$ cat src/rtl/i2c_target_responder.sv
// I2C target with a fixed 7-bit address. It oversamples SCL/SDA on clk_i, ACKs writes,
// and serves read bytes through a request/response interface to local logic.
module i2c_target_responder #(
  parameter int unsigned                I2C_ADDR_WIDTH = 7,
  parameter int unsigned                I2C_DATA_WIDTH = 8,
  parameter logic [I2C_ADDR_WIDTH-1:0]  TARGET_ADDR    = 7'h22,
  parameter int unsigned                SYNC_STAGES    = 2
) (
  input  logic                      clk_i,
  input  logic                      rst_i,
  input  logic                      scl_i,
  input  logic                      sda_i,
  output logic                      sda_o,
  output logic [I2C_DATA_WIDTH-1:0] wr_data,
  output logic                      wr_valid,
  output logic                      rd_req,
  input  logic [I2C_DATA_WIDTH-1:0] rd_data,
  output logic                      rw_o,
  output logic                      busy,
  output logic                      start_det,
  output logic                      stop_det
);

  localparam int unsigned DW = I2C_DATA_WIDTH;
  localparam int unsigned AW = I2C_ADDR_WIDTH;
  localparam logic [3:0] ADDR_LAST = 4'(AW);
  localparam logic [3:0] DATA_LAST = 4'(DW - 1);

  typedef enum logic [2:0] {
    IDLE, ADDR, ADDR_ACK, WR_DATA, WR_ACK, RD_DATA, RD_ACK, WAIT_STOP
  } state_e;

  logic [SYNC_STAGES-1:0] scl_sync_q, sda_sync_q;
  logic                   scl_dly_q, sda_dly_q;
  logic                   scl_s, sda_s;
  logic                   scl_rise, scl_fall, start_cond, stop_cond;

  state_e          state_q, state_d;
  logic [3:0]      cnt_q, cnt_d;
  logic [DW-1:0]   sh_q, sh_d;
  logic            sda_q, sda_d;
  logic            ack_drv_q, ack_drv_d;
  logic            ld_pend_q, ld_pend_d;
  logic            rw_q, rw_d;
  logic            busy_q, busy_d;
  logic [DW-1:0]   wr_data_q, wr_data_d;
  logic            wr_valid_q, wr_valid_d;
  logic            rd_req_q, rd_req_d;
  logic            start_q, start_d;
  logic            stop_q, stop_d;

  // Synchronizers reset to the idle-bus level so reset release creates no false events.
  always_ff @(posedge clk_i or posedge rst_i) begin
    if (rst_i) begin
      scl_sync_q <= '1;
      sda_sync_q <= '1;
      scl_dly_q  <= 1'b1;
      sda_dly_q  <= 1'b1;
    end else begin
      scl_sync_q <= {scl_sync_q[SYNC_STAGES-2:0], scl_i};
      sda_sync_q <= {sda_sync_q[SYNC_STAGES-2:0], sda_i};
      scl_dly_q  <= scl_sync_q[SYNC_STAGES-1];
      sda_dly_q  <= sda_sync_q[SYNC_STAGES-1];
    end
  end

  assign scl_s      = scl_sync_q[SYNC_STAGES-1];
  assign sda_s      = sda_sync_q[SYNC_STAGES-1];
  assign scl_rise   = scl_s & ~scl_dly_q;
  assign scl_fall   = ~scl_s & scl_dly_q;
  // Requiring SCL high in both samples excludes an SCL edge in the same cycle.
  assign start_cond = scl_s & scl_dly_q & sda_dly_q & ~sda_s;
  assign stop_cond  = scl_s & scl_dly_q & ~sda_dly_q & sda_s;

  always_ff @(posedge clk_i or posedge rst_i) begin
    if (rst_i) begin
      state_q    <= IDLE;
      cnt_q      <= '0;
      sh_q       <= '0;
      sda_q      <= 1'b1;
      ack_drv_q  <= 1'b0;
      ld_pend_q  <= 1'b0;
      rw_q       <= 1'b0;
      busy_q     <= 1'b0;
      wr_data_q  <= '0;
      wr_valid_q <= 1'b0;
      rd_req_q   <= 1'b0;
      start_q    <= 1'b0;
      stop_q     <= 1'b0;
    end else begin
      state_q    <= state_d;
      cnt_q      <= cnt_d;
      sh_q       <= sh_d;
      sda_q      <= sda_d;
      ack_drv_q  <= ack_drv_d;
      ld_pend_q  <= ld_pend_d;
      rw_q       <= rw_d;
      busy_q     <= busy_d;
      wr_data_q  <= wr_data_d;
      wr_valid_q <= wr_valid_d;
      rd_req_q   <= rd_req_d;
      start_q    <= start_d;
      stop_q     <= stop_d;
    end
  end

  always_comb begin
    state_d    = state_q;
    cnt_d      = cnt_q;
    sh_d       = sh_q;
    sda_d      = sda_q;
    ack_drv_d  = ack_drv_q;
    ld_pend_d  = ld_pend_q;
    rw_d       = rw_q;
    busy_d     = busy_q;
    wr_data_d  = wr_data_q;
    wr_valid_d = 1'b0;
    rd_req_d   = 1'b0;
    start_d    = 1'b0;
    stop_d     = 1'b0;

    if (start_cond) begin
      state_d   = ADDR;
      cnt_d     = '0;
      sda_d     = 1'b1;
      ack_drv_d = 1'b0;
      ld_pend_d = 1'b0;
      start_d   = 1'b1;
    end else if (stop_cond) begin
      state_d   = IDLE;
      cnt_d     = '0;
      sda_d     = 1'b1;
      busy_d    = 1'b0;
      ack_drv_d = 1'b0;
      ld_pend_d = 1'b0;
      stop_d    = 1'b1;
    end else begin
      unique case (state_q)
        IDLE: sda_d = 1'b1;
        ADDR: begin
          if (scl_rise) begin
            sh_d = {sh_q[DW-2:0], sda_s};
            if (cnt_q == ADDR_LAST) begin
              cnt_d = '0;
              if (sh_q[AW-1:0] == TARGET_ADDR) begin
                rw_d      = sda_s;
                busy_d    = 1'b1;
                rd_req_d  = sda_s;
                ack_drv_d = 1'b0;
                state_d   = ADDR_ACK;
              end else begin
                busy_d  = 1'b0;
                state_d = WAIT_STOP;
              end
            end else begin
              cnt_d = cnt_q + 4'd1;
            end
          end
        end
        ADDR_ACK, WR_ACK: begin
          if (scl_fall) begin
            if (!ack_drv_q) begin
              sda_d     = 1'b0;
              ack_drv_d = 1'b1;
            end else begin
              ack_drv_d = 1'b0;
              cnt_d     = '0;
              if (rw_q) begin
                sh_d    = rd_data;
                sda_d   = rd_data[DW-1];
                state_d = RD_DATA;
              end else begin
                sda_d   = 1'b1;
                state_d = WR_DATA;
              end
            end
          end
        end
        WR_DATA: begin
          if (scl_rise) begin
            sh_d = {sh_q[DW-2:0], sda_s};
            if (cnt_q == DATA_LAST) begin
              cnt_d      = '0;
              wr_data_d  = {sh_q[DW-2:0], sda_s};
              wr_valid_d = 1'b1;
              ack_drv_d  = 1'b0;
              state_d    = WR_ACK;
            end else begin
              cnt_d = cnt_q + 4'd1;
            end
          end
        end
        RD_DATA: begin
          // After a master ACK the next byte is fetched on the first fall, not on entry.
          if (scl_fall) begin
            if (ld_pend_q) begin
              ld_pend_d = 1'b0;
              cnt_d     = '0;
              sh_d      = rd_data;
              sda_d     = rd_data[DW-1];
            end else if (cnt_q == DATA_LAST) begin
              cnt_d   = '0;
              sda_d   = 1'b1;
              state_d = RD_ACK;
            end else begin
              cnt_d = cnt_q + 4'd1;
              sda_d = sh_q[DW-2];
              sh_d  = {sh_q[DW-2:0], sh_q[DW-1]};
            end
          end
        end
        RD_ACK: begin
          sda_d = 1'b1;
          if (scl_rise) begin
            if (!sda_s) begin
              rd_req_d  = 1'b1;
              ld_pend_d = 1'b1;
              state_d   = RD_DATA;
            end else begin
              state_d = WAIT_STOP;
            end
          end
        end
        WAIT_STOP: sda_d = 1'b1;
        default: begin
          state_d = IDLE;
          sda_d   = 1'b1;
        end
      endcase
    end
  end

  assign sda_o     = sda_q;
  assign wr_data   = wr_data_q;
  assign wr_valid  = wr_valid_q;
  assign rd_req    = rd_req_q;
  assign rw_o      = rw_q;
  assign busy      = busy_q;
  assign start_det = start_q;
  assign stop_det  = stop_q;

endmodule

$ cat config.mk
export PLATFORM = sky130hd
export DESIGN_NAME = i2c_target_responder
export DESIGN_NICKNAME = d
export VERILOG_FILES = /design/src/rtl/i2c_target_responder.sv
export SDC_FILE = /design/constraint.sdc
export NUM_CORES = 1
export LEC_CHECK = 0
export CAP_MARGIN = 20
export CELL_PAD_IN_SITES_DETAIL_PLACEMENT = 1
export CELL_PAD_IN_SITES_GLOBAL_PLACEMENT = 1
export CORE_UTILIZATION = 47
export CTS_CLUSTER_SIZE = 24
export DETAILED_ROUTE_END_ITERATION = 8
export PLACE_DENSITY = 0.87
export SYNTH_ARGS = -nofsm -noshare
export SYNTH_HDL_FRONTEND = slang
export SYNTH_SLANG_ARGS = --single-unit
$ cat constraint.sdc
create_clock -name clk_i -period 4 [get_ports clk_i]
set_input_delay 0.6 -clock clk_i [delete_from_list [all_inputs] [get_ports clk_i]]
set_output_delay 0.6 -clock clk_i [all_outputs]
set_load 0.02 [all_outputs]
# Word-level counts from Yosys, hierarchy flattened
# Cells that the tools add are included.
# op_classes
multipliers,0
mux,79
n_shift,0
order_cmp,0
eq_ne,28
n_bitwise,13
div_mod_pow,0
add_sub_neg,1
reduce_logical,22
# op_table
operator,n
$mux 8,7
$ne 4x4->1 const B,12
$mux 1,42
$mux 3,14
$mux 4,8
$pmux 8 s3,1
$pmux 3 s5,1
$reduce_bool 5->1,3
$eq 3x3->1 const B,4
$pmux 4 s3,1
$reduce_and 11->1,1
$reduce_and 5->1,2
$reduce_and 9->1,1
$ne 2x2->1 const B,4
$reduce_and 4->1,2
$and 1x1->1,7
$eq 7x6->1 const B,1
$reduce_and 7->1,1
$reduce_bool 7->1,1
$eq 3x2->1 const B,2
$not 1->1,6
$pmux 1 s3,2
$reduce_and 6->1,1
$reduce_bool 2->1,3
other kinds (14),16
# totals
latch_bits,0
mem_count,0
ff_bits,38
output_inout_bits,15
romBits,0
wordCells,160
ram_bits,0

# Logic depth before layout (Yosys ltp)
# Gate-level depths: netlist (run 1).
# logic_depth
word_depth,7
depth_mapped,7

# Worst setup path before layout (run 1)
# No wires, ideal clock.
# synth_path
path_type,reg-to-reg
startpoint,register sda_sync_q[1]
endpoint,register sh_q[0]
path_stages_with_launch,6
setup_time_ns,0.125
synth_period_minus_slack_ns,1.907
t_arrival_ns,1.783
path_slack_ns,2.093
path_cell_list,dfstp_2 > xnor2_1 > or2_1 > o211ai_2 > a211oi_4 > mux2_4
# synth_via
elab_chain_len,4
elab_cells_between_ends,8
classes_between,2 x mux; 5 x bitwise; 1 x reduce/logical
# synth_lines
item,line_no,source
start: declaration,33,"logic [SYNC_STAGES-1:0] scl_sync_q, sda_sync_q;"
start signal: assignment,61,"sda_sync_q <= {sda_sync_q[SYNC_STAGES-2:0], sda_i};"
$not 1->1,72,assign start_cond = scl_s & scl_dly_q & sda_dly_q & ~sda_s;
$and 1x1->1,72,
$not 1->1 (no line),n/a,
$reduce_and 9->1 (no line),n/a,
end signal: assignment,79,sh_q <= '0;
end signal: assignment,93,sh_q <= sh_d;
end: declaration,40,"logic [DW-1:0] sh_q, sh_d;"
# Parallel ways exist; a longest one is shown, timed or not. The select of a mux whose other input is x is not followed.
# A chain may end at the register's enable or synchronous reset.

# Worst setup path after layout (run 1)
# layout_path
startpoint,register state_q[1]
endpoint,register sh_q[7]
# layout_via
elab_chain_len,4
elab_cells_between_ends,16
classes_between,11 x eq/ne; 1 x mux; 4 x reduce/logical
# layout_lines
item,line_no,source
start: declaration,38,"state_e state_q, state_d;"
start signal: assignment,91,state_q <= state_d;
$eq 3x2->1 (tied with other cells),138,unique case (state_q)
$reduce_or 2->1 (on tied branches),n/a,
$ne 2x2->1 (no line) (tied with other cells),n/a,
$reduce_and 9->1 (no line),n/a,
# Parallel ways exist; a longest one is shown, timed or not.

==> results of run 1 <==
cells in the mapped netlist, drive strengths merged:
master / number
dfrtp: 31
mux2: 24
nand2: 13
nor2: 11
nor3: 9
o21ai: 9
a21oi: 7
dfstp: 7
nand2b: 7
buf: 5
inv: 5
a22o: 4
nor2b: 4
or3: 4
o211ai: 3
o32ai: 3
or2: 3
a21o: 2
and2: 2
and2b: 2
clkbuf: 2
mux2i: 2
nand3: 2
nand4bb: 2
o21bai: 2
o22ai: 2
a2111oi: 1
a211o: 1
a211oi: 1
a221oi: 1
a22oi: 1
a2bb2oi: 1
a31oi: 1
and3: 1
and3b: 1
ha: 1
nand3b: 1
nand4: 1
nor3b: 1
o221ai: 1
o31ai: 1
or3b: 1
xnor2: 1
power by group through the flow:
stage / Clock, mW / Combinational [mW] / Sequential (mW)
after global routing: 0.340 / 0.816 / 0.654
after floorplan: 0 / 0.689 / 0.550
after detailed placement: 0 / 0.736 / 0.643
after CTS: 0.332 / 0.757 / 0.640
after global placement: 0 / 0.703 / 0.630
final: 0.329 / 0.756 / 0.643
registers in the layout, summed over array words and instances, names as in the netlist:
signal,count
stop_det,1
wr_data,8
sda_dly_q,1
ld_pend_q,1
ack_drv_q,1
state_q,3
busy,1
rd_req,1
wr_valid,1
start_det,1
sda_sync_q,2
sh_q,8
scl_dly_q,1
rw_o,1
scl_sync_q,2
cnt_q,4
sda_o,1
metrics by stage:
stage / total power, mW / instances / utilization (%)
floorplan: 1.24 / 184 / -
global placement: 1.33 / 254 / 57.0
detailed placement: 1.38 / 254 / 57.0
CTS: 1.73 / 262 / 59.7
global route: 1.81 / 262 / 59.7
finish: 1.73 / 262 / 59.7
final cells by class:
cell class / count / area share (%)
flip-flops and latches: 38 / 39.3
multi-input cells: 134 / 41.9
well taps: 50 / 2.56
repair buffers: 27 / 11.0
inverters: 5 / 0.769
clock buffers: 5 / 2.82
clock inverters: 3 / 1.64
per-layer routing:
metal	track usage, %	vias to the layer above	wire length, um
li1	-	721	-
met1	33.5	825	2370
met2	48.8	43	2940
met3	4.67	11	175
met4	9.64	0	103
met5	0	-	0
placed cells by master (no fill, tap or decap), types with 3 or more instances in the layout:
cell type	count
mux2_2	16
nor2b_1	4
a22o_1	4
dfrtp_1	31
o21ai_0	8
clkdlybuf4s50_1	26
nor2_1	11
nor3_1	9
inv_1	5
nand2_1	13
dfstp_2	7
nand2b_1	6
mux2_4	8
or3_1	4
clkbuf_8	5
o32ai_1	3
a21oi_1	7
how the worst min path moves through the flow:
stage,startpoint,to
final,scl_sync_q[0],scl_sync_q[1]
after global routing,scl_sync_q[0],scl_sync_q[1]
after CTS,scl_sync_q[0],scl_sync_q[1]
after detailed placement,scl_sync_q[0],scl_sync_q[1]
after global placement,sda_sync_q[0],sda_sync_q[1]
after floorplan,scl_sync_q[0],scl_sync_q[1]
kinds of logic after synthesis:
group | Yosys count | synth area share [%]
buffers and inverters | 12 | 3.53
adders and majority gates | 1 | 0.609
and+or+nand+nor | 65 | 17.4
muxes | 26 | 15.6
AOI/OAI and AO/OA | 41 | 15.8
xor gates and xnor gates | 1 | 0.426
DFF | 38 | 46.7
==> results.tsv, run 1 <==
metric	value	unit
r2r_cells	5	
multiInputGateArea	1020	um^2
first_pass_iters	4	
post_cts_resized	0	
yosysWarnings	0	
worst-path-stages	5	
period_share	60.0	%
swShare	38.7	%
max_stage_delay	780	ps
avgRoutedWirePerCell	21.3	um
htreeDepth	2	
place_congestion	0.859	
grtUsageTotal	27.6	%
numCtsBuffers	5	
fp-row-count	23	
vias	1600	
numPortBuffers	26	
syn_area	2050	um^2
io-pin-count	27	
ys_types	51	
synthToLayoutAreaGrowth	18.8	%
clk_pin_slew_worst_paths	80	ps
cts_setup_buffers	0	
antenna_found_initial	0	
end_kind	register	
core_area	4090	um^2
p_leak	1.02	nW
seq_power_share	37.2	%
insertion_delay	300	ps
worstPathRequired	4180	ps
hold_buffers	0	
clock.fmax	0.417	GHz
fin_nets	224	
tightest_slew	678	ps
synth_top_area_share	37.8	%
yosysSeqAreaShare	46.7	%
critical_path_class	reg2reg	
syn_inst	184	
hold_path.class	reg2reg	
rrSetupSlack	1600	ps
whs	358	ps
grt_max_degree	39	
stdcell_area	2440	um^2
critPathMaxFanout	22	
r2r-end	sh_q[7]	
pwr-share-clk	19.0	%
fin_crit	2400	ps
clockRootBuffer	clkbuf_8	
hpwl	3.73	mm
netlist_top_cells_area	dfrtp_1 38%, dfstp_2 9.0%, mux2_2 8.8%, mux2_4 5.8%, nand2_1 2.4%	
comb_power_share	43.8	%
ir_worst_vdd	391	uV
die_y	68.1	um
hold_viol	0	
setup_viol	0	
layout_setup_ws	1600	ps
dp_slack	1650	ps
p_per_area	708	nW/um^2
max-cap-violations	0	
crit_path_top_delay_cell	dfrtp_1	
power.switching	0.669	mW
design.die.area	4640	um^2
grt_pass1_wl	9.01	mm
rsz0062_at_grt	no	
internal-power	1.06	mW
cp_num_buf_inv	0	
crit_end	sh_q[7]	
worstSetupStartpointType	register	
seq_area	960	um^2
grt_pass1_vias	1739	
arrival	2580	ps
tritoncts	built	
final_antenna_net_count	0	
setup_tns	0	ps
routed_wl	5.59	mm
timing.rr.start	state_q[1]	
drc_errors	0	
drive_gt1_share	23.1	%
clk_path_buf_depth	2	
crit_family	compound AO/OA/AOI/OAI gates	
path_cells	and2b_1 -> o21ai_2 -> o211ai_2 -> a211oi_4 -> mux2_4	
crit_path_start	state_q[1]	
overflow	0	
min_path_cells	0	
synthesis.nets	197	
relSlewSlack	54.8	%
die_x	68.1	um
fin_skew	3.05	ps
antenna_cells	0	
drv_slew	0	
synth_area_leader_cell	dfrtp_1	
fillers	437	
status	completed	
avgSynthCellArea	11.2	um^2
synth_seq_cells	38	
start_util	50.3	%
drt-initial-drc-count	53	
cts_sinks	38	
dpl_cell_area	2330	um^2
via_per_inst	6.11	
Power figures use the tool's default switching activity.
==> inputs of run 2 (changes only) <==
--- a/config.mk
+++ b/config.mk
@@ -8,10 +8,10 @@
 export CAP_MARGIN = 20
 export CELL_PAD_IN_SITES_DETAIL_PLACEMENT = 1
 export CELL_PAD_IN_SITES_GLOBAL_PLACEMENT = 1
-export CORE_UTILIZATION = 47
+export CORE_UTILIZATION = 39
 export CTS_CLUSTER_SIZE = 24
 export DETAILED_ROUTE_END_ITERATION = 8
-export PLACE_DENSITY = 0.87
+export PLACE_DENSITY = 0.77
 export SYNTH_ARGS = -nofsm -noshare
 export SYNTH_HDL_FRONTEND = slang
 export SYNTH_SLANG_ARGS = --single-unit
==> constraint.sdc (replaced) <==
create_clock -name clk_i -period 2 [get_ports clk_i]
set_input_delay 0.3 -clock clk_i [delete_from_list [all_inputs] [get_ports clk_i]]
set_output_delay 0.3 -clock clk_i [all_outputs]
set_load 0.02 [all_outputs]
==> results.tsv, run 2 (synthesis results as in run 1) <==
metric	value	unit
status	completed	
critPathMaxFanout	8	
routed_wl	5.50	mm
setup_viol	0	
numPortBuffers	26	
final_antenna_net_count	0	
drv_slew	0	
grt_pass1_vias	1746	
p_total	3.83	mW
clock.fmax	0.510	GHz
insertion_delay	300	ps
max-cap-violations	0	
start_util	40.5	%
grt_pass1_wl	9.02	mm
critical_path_class	reg2reg	
fillers	565	
fin_nets	243	
period_share	98.0	%
hold_path.class	reg2reg	
drt-initial-drc-count	68	
antenna_found_initial	0	
worstSetupStartpointType	register	
hold_viol	0	
ir_worst_vdd	666	uV
via_per_inst	5.47	
overflow	0	
worstPathRequired	2180	ps
avgRoutedWirePerCell	18.3	um
die_x	74.6	um
core_area	5070	um^2
numCtsBuffers	5	
final_common_cell	dfrtp_1	
synthToLayoutAreaGrowth	29.5	%
relSlewSlack	67.0	%
tritoncts	built	
fp-row-count	26	
hold_buffers	0	
io-pin-count	27	
rsz0062_at_grt	yes	
cts_sinks	38	
clk_pin_slew_worst_paths	80	ps
most-common-layout-cells	30 x dfrtp_1, 26 x clkdlybuf4s50_1, 19 x buf_4, 16 x mux2_2, 13 x nand2_1	
clk_path_buf_depth	2	
p_per_area	1440	nW/um^2
first_pass_iters	4	
drive_gt1_share	30.7	%
grtUsageTotal	22.4	%
fin_crit	1960	ps
clockRootBuffer	clkbuf_8	
tightest_slew	495	ps
drc_errors	0	
design.die.area	5560	um^2
arrival	2140	ps
die_y	74.6	um
fin_skew	10.1	ps
htreeDepth	2	
p_leak	1.13	nW
end_kind	register	
whs	363	ps
grt_max_degree	39	
vias	1647	
hpwl	3.91	mm
place_congestion	0.901	
antenna_cells	0	
-- run 2: cell types whose count changed in the layout (fill, tap and decap cells not counted), sizes merged --
cell,change
clkinv,-2
bufinv,+1
buf,+19
clkbuf,+1
-- run 2: cell type report --
cell class	instances	area [um^2]	area share [%]
clock buffers	6	82.6	3.10
clock inverters	2	60.1	2.26
inverters	5	18.8	0.706
multi-input cells	134	1030	38.6
flip-flops and latches	38	961	36.1
well taps	70	87.6	3.29
repair buffers	46	423	15.9
-- run 2: where the power goes --
| part | switching, mW | internal [mW] | leakage [nW] |
|---|---|---|---|
| Combinational | 0.855 | 0.967 | 0.583 |
| Clock | 0.285 | 0.532 | 0.0714 |
| Sequential | 0.227 | 0.961 | 0.478 |
-- run 2: metrics by stage --
step	utilization [%]	area, um^2	cells	setup slack (ps)	setup TNS [ps]
6_report	52.4	2660	301	40.7	0
5_1_grt	52.4	2660	301	-24.7	-24.7
4_1_cts	52.0	2640	299	38.1	0
3_5_place_dp	49.0	2490	290	52.4	0
3_3_place_gp	49.0	2490	290	83.6	0
2_1_floorplan	-	2050	184	92.5	0
-- run 2: critical path: stages (launching register included) --
cell,delay (ps)
dfstp_2,550
buf_4,110
and2b_2,230
a211o_1,320
o211ai_2,110
a211oi_4,70
buf_12,160
mux2_4,290
-- run 2: worst paths after layout --
kind	from	end	slack (ps)	cells past startpoint
max	scl_sync_q[1]	sh_q[1]	40	7
min	sda_sync_q[0]	sda_sync_q[1]	360	0
max reg2reg	scl_sync_q[1]	sh_q[1]	40	7
min reg2reg	sda_sync_q[0]	sda_sync_q[1]	360	0
max in group asynchronous	rst_i	sda_o	1200	3
min in group asynchronous	rst_i	start_det	420	3
-- run 2: routing by layer --
| metal | track usage [%] | share of wire, % | vias to the layer above |
|---|---|---|---|
| met4 | 9.64 | 2.5 | 0 |
| met3 | 4.34 | 3.2 | 14 |
| li1 | - | - | 761 |
| met1 | 28.6 | 44 | 834 |
| met5 | 0 | 0 | - |
| met2 | 36.9 | 50 | 38 |
-- run 2: timing repair --
action,CTS,global route
endpoints found under the setup margin,1,11
resized for setup,0,3
pin swaps,1,6
buffers inserted,1,2
==> inputs of run 3 (changes only) <==
--- a/config.mk
+++ b/config.mk
@@ -9,9 +9,11 @@
 export CELL_PAD_IN_SITES_DETAIL_PLACEMENT = 1
 export CELL_PAD_IN_SITES_GLOBAL_PLACEMENT = 1
 export CORE_UTILIZATION = 39
+export CTS_CLUSTER_DIAMETER = 30
 export CTS_CLUSTER_SIZE = 24
 export DETAILED_ROUTE_END_ITERATION = 8
 export PLACE_DENSITY = 0.77
 export SYNTH_ARGS = -nofsm -noshare
 export SYNTH_HDL_FRONTEND = slang
 export SYNTH_SLANG_ARGS = --single-unit
+export TNS_END_PERCENT = 20
==> results.tsv, run 3 (synthesis results as in run 1) <==
metric	value	unit
avgRoutedWirePerCell	18.3	um
clockRootBuffer	clkbuf_8	
grt_pass1_wl	9.02	mm
overflow	0	
place_congestion	0.901	
tritoncts	built	
hold_viol	0	
layout_setup_ws	46.7	ps
max_stage_delay	550	ps
crit_path_top_delay_cell	dfstp_2	
period_share	97.7	%
drt-initial-drc-count	58	
wl_met2	2.74	mm
dp_slack	52.4	ps
worstPathRequired	2230	ps
worstSetupStartpointType	register	
seq_area	961	um^2
fin_nets	241	
fp-row-count	26	
drive_gt1_share	30.1	%
setup_viol	0	
crit_family	simple AND/OR/NAND/NOR gates	
fin_skew	7.24	ps
hold_path.class	reg2reg	
io-pin-count	27	
final_util	52.2	%
end_kind	register	
via_per_inst	5.46	
p_leak	1.13	nW
final_antenna_net_count	0	
antenna_found_initial	0	
multiInputGateArea	1030	um^2
most-common-layout-cells	30 x dfrtp_1, 26 x clkdlybuf4s50_1, 17 x buf_4, 16 x mux2_2, 13 x nand2_1	
first_pass_iters	4	
insertion_delay	290	ps
grt_max_degree	39	
start_util	40.5	%
critPathMaxFanout	4	
grtUsageTotal	22.4	%
ir_worst_vdd	665	uV
numCtsBuffers	5	
clk_path_buf_depth	2	
grt_pass1_vias	1746	
tightest_slew	498	ps
relSlewSlack	66.8	%
vias	1632	
cp_num_buf_inv	1	
fillers	569	
design.die.area	5560	um^2
final_common_cell	dfrtp_1	
top_layer	met4	
drc_errors	0	
max-cap-violations	0	
die_y	74.6	um
path_cells	or3b_1 -> a221oi_2 -> nand4_1 -> buf_4 -> or2_0 -> a21oi_1	
wl_met1	2.36	mm
numPortBuffers	26	
wl_met3	244	um
clk_pin_slew_worst_paths	80	ps
hpwl	3.91	mm
die_x	74.6	um
clock.fmax	0.512	GHz
synthToLayoutAreaGrowth	29.0	%
p_per_area	1440	nW/um^2
antenna_cells	0	
status	completed	
htreeDepth	2	
critical_path_class	reg2reg	
core_area	5070	um^2
cts_sinks	38	
fin_crit	1950	ps
arrival	2180	ps
rsz0062_at_grt	yes	
routed_wl	5.48	mm
drv_slew	0	
run 3: metrics by stage:
stage / instance area (um^2) / total power [mW] / setup TNS (ps) / instances / hold slack (ps)
after floorplan: 2050 / 2.48 / 0 / 184 / 304
after global placement: 2490 / 2.89 / 0 / 290 / 349
after detailed placement: 2490 / 2.95 / 0 / 290 / 351
after CTS: 2640 / 3.82 / 0 / 299 / 364
after global routing: 2650 / 4.03 / -38.9 / 299 / 368
final: 2650 / 3.81 / 0 / 299 / 363
run 3: area by class of cell:
class                           count  area share [%]
Multi-Input combinational cell    134            39.0
Sequential cell                    38            36.3
Timing Repair Buffer               44            15.4
Tap cell                           70            3.31
Clock buffer                        6            3.12
Clock inverter                      2            2.27
Inverter                            5           0.708
run 3: timing repair:
item | CTS | global route
pin swaps | 1 | 2
gates resized for setup | 0 | 3
setup endpoints to repair | 1 | 11
hold buffers | 0 | 0
buffers inserted | 1 | 0
run 3: worst paths after layout:
check | slack [ps] | start | depth (start not counted) | endpoint
worst max register to register | 50 | scl_sync_q[1] | 6 | state_q[1]
worst min-delay path | 360 | sda_sync_q[0] | 0 | sda_sync_q[1]
worst max-delay path | 50 | scl_sync_q[1] | 6 | state_q[1]
max in group asynchronous | 1190 | rst_i | 3 | sda_o
worst min register to register | 360 | sda_sync_q[0] | 0 | sda_sync_q[1]
min in group asynchronous | 430 | rst_i | 3 | start_det
run 3: routing by layer:
layer  global-route usage (%)  vias up
met5                        0        -
li1                         -      756
met3                     4.34       14
met1                     28.6      809
met4                     9.64        0
met2                     36.9       53
run 3: power by group:
part | total, mW | internal (mW) | switching, mW | leakage (nW)
clock network | 0.816 | 0.532 | 0.284 | 0.0714
registers | 1.19 | 0.961 | 0.224 | 0.478
logic | 1.81 | 0.963 | 0.845 | 0.578
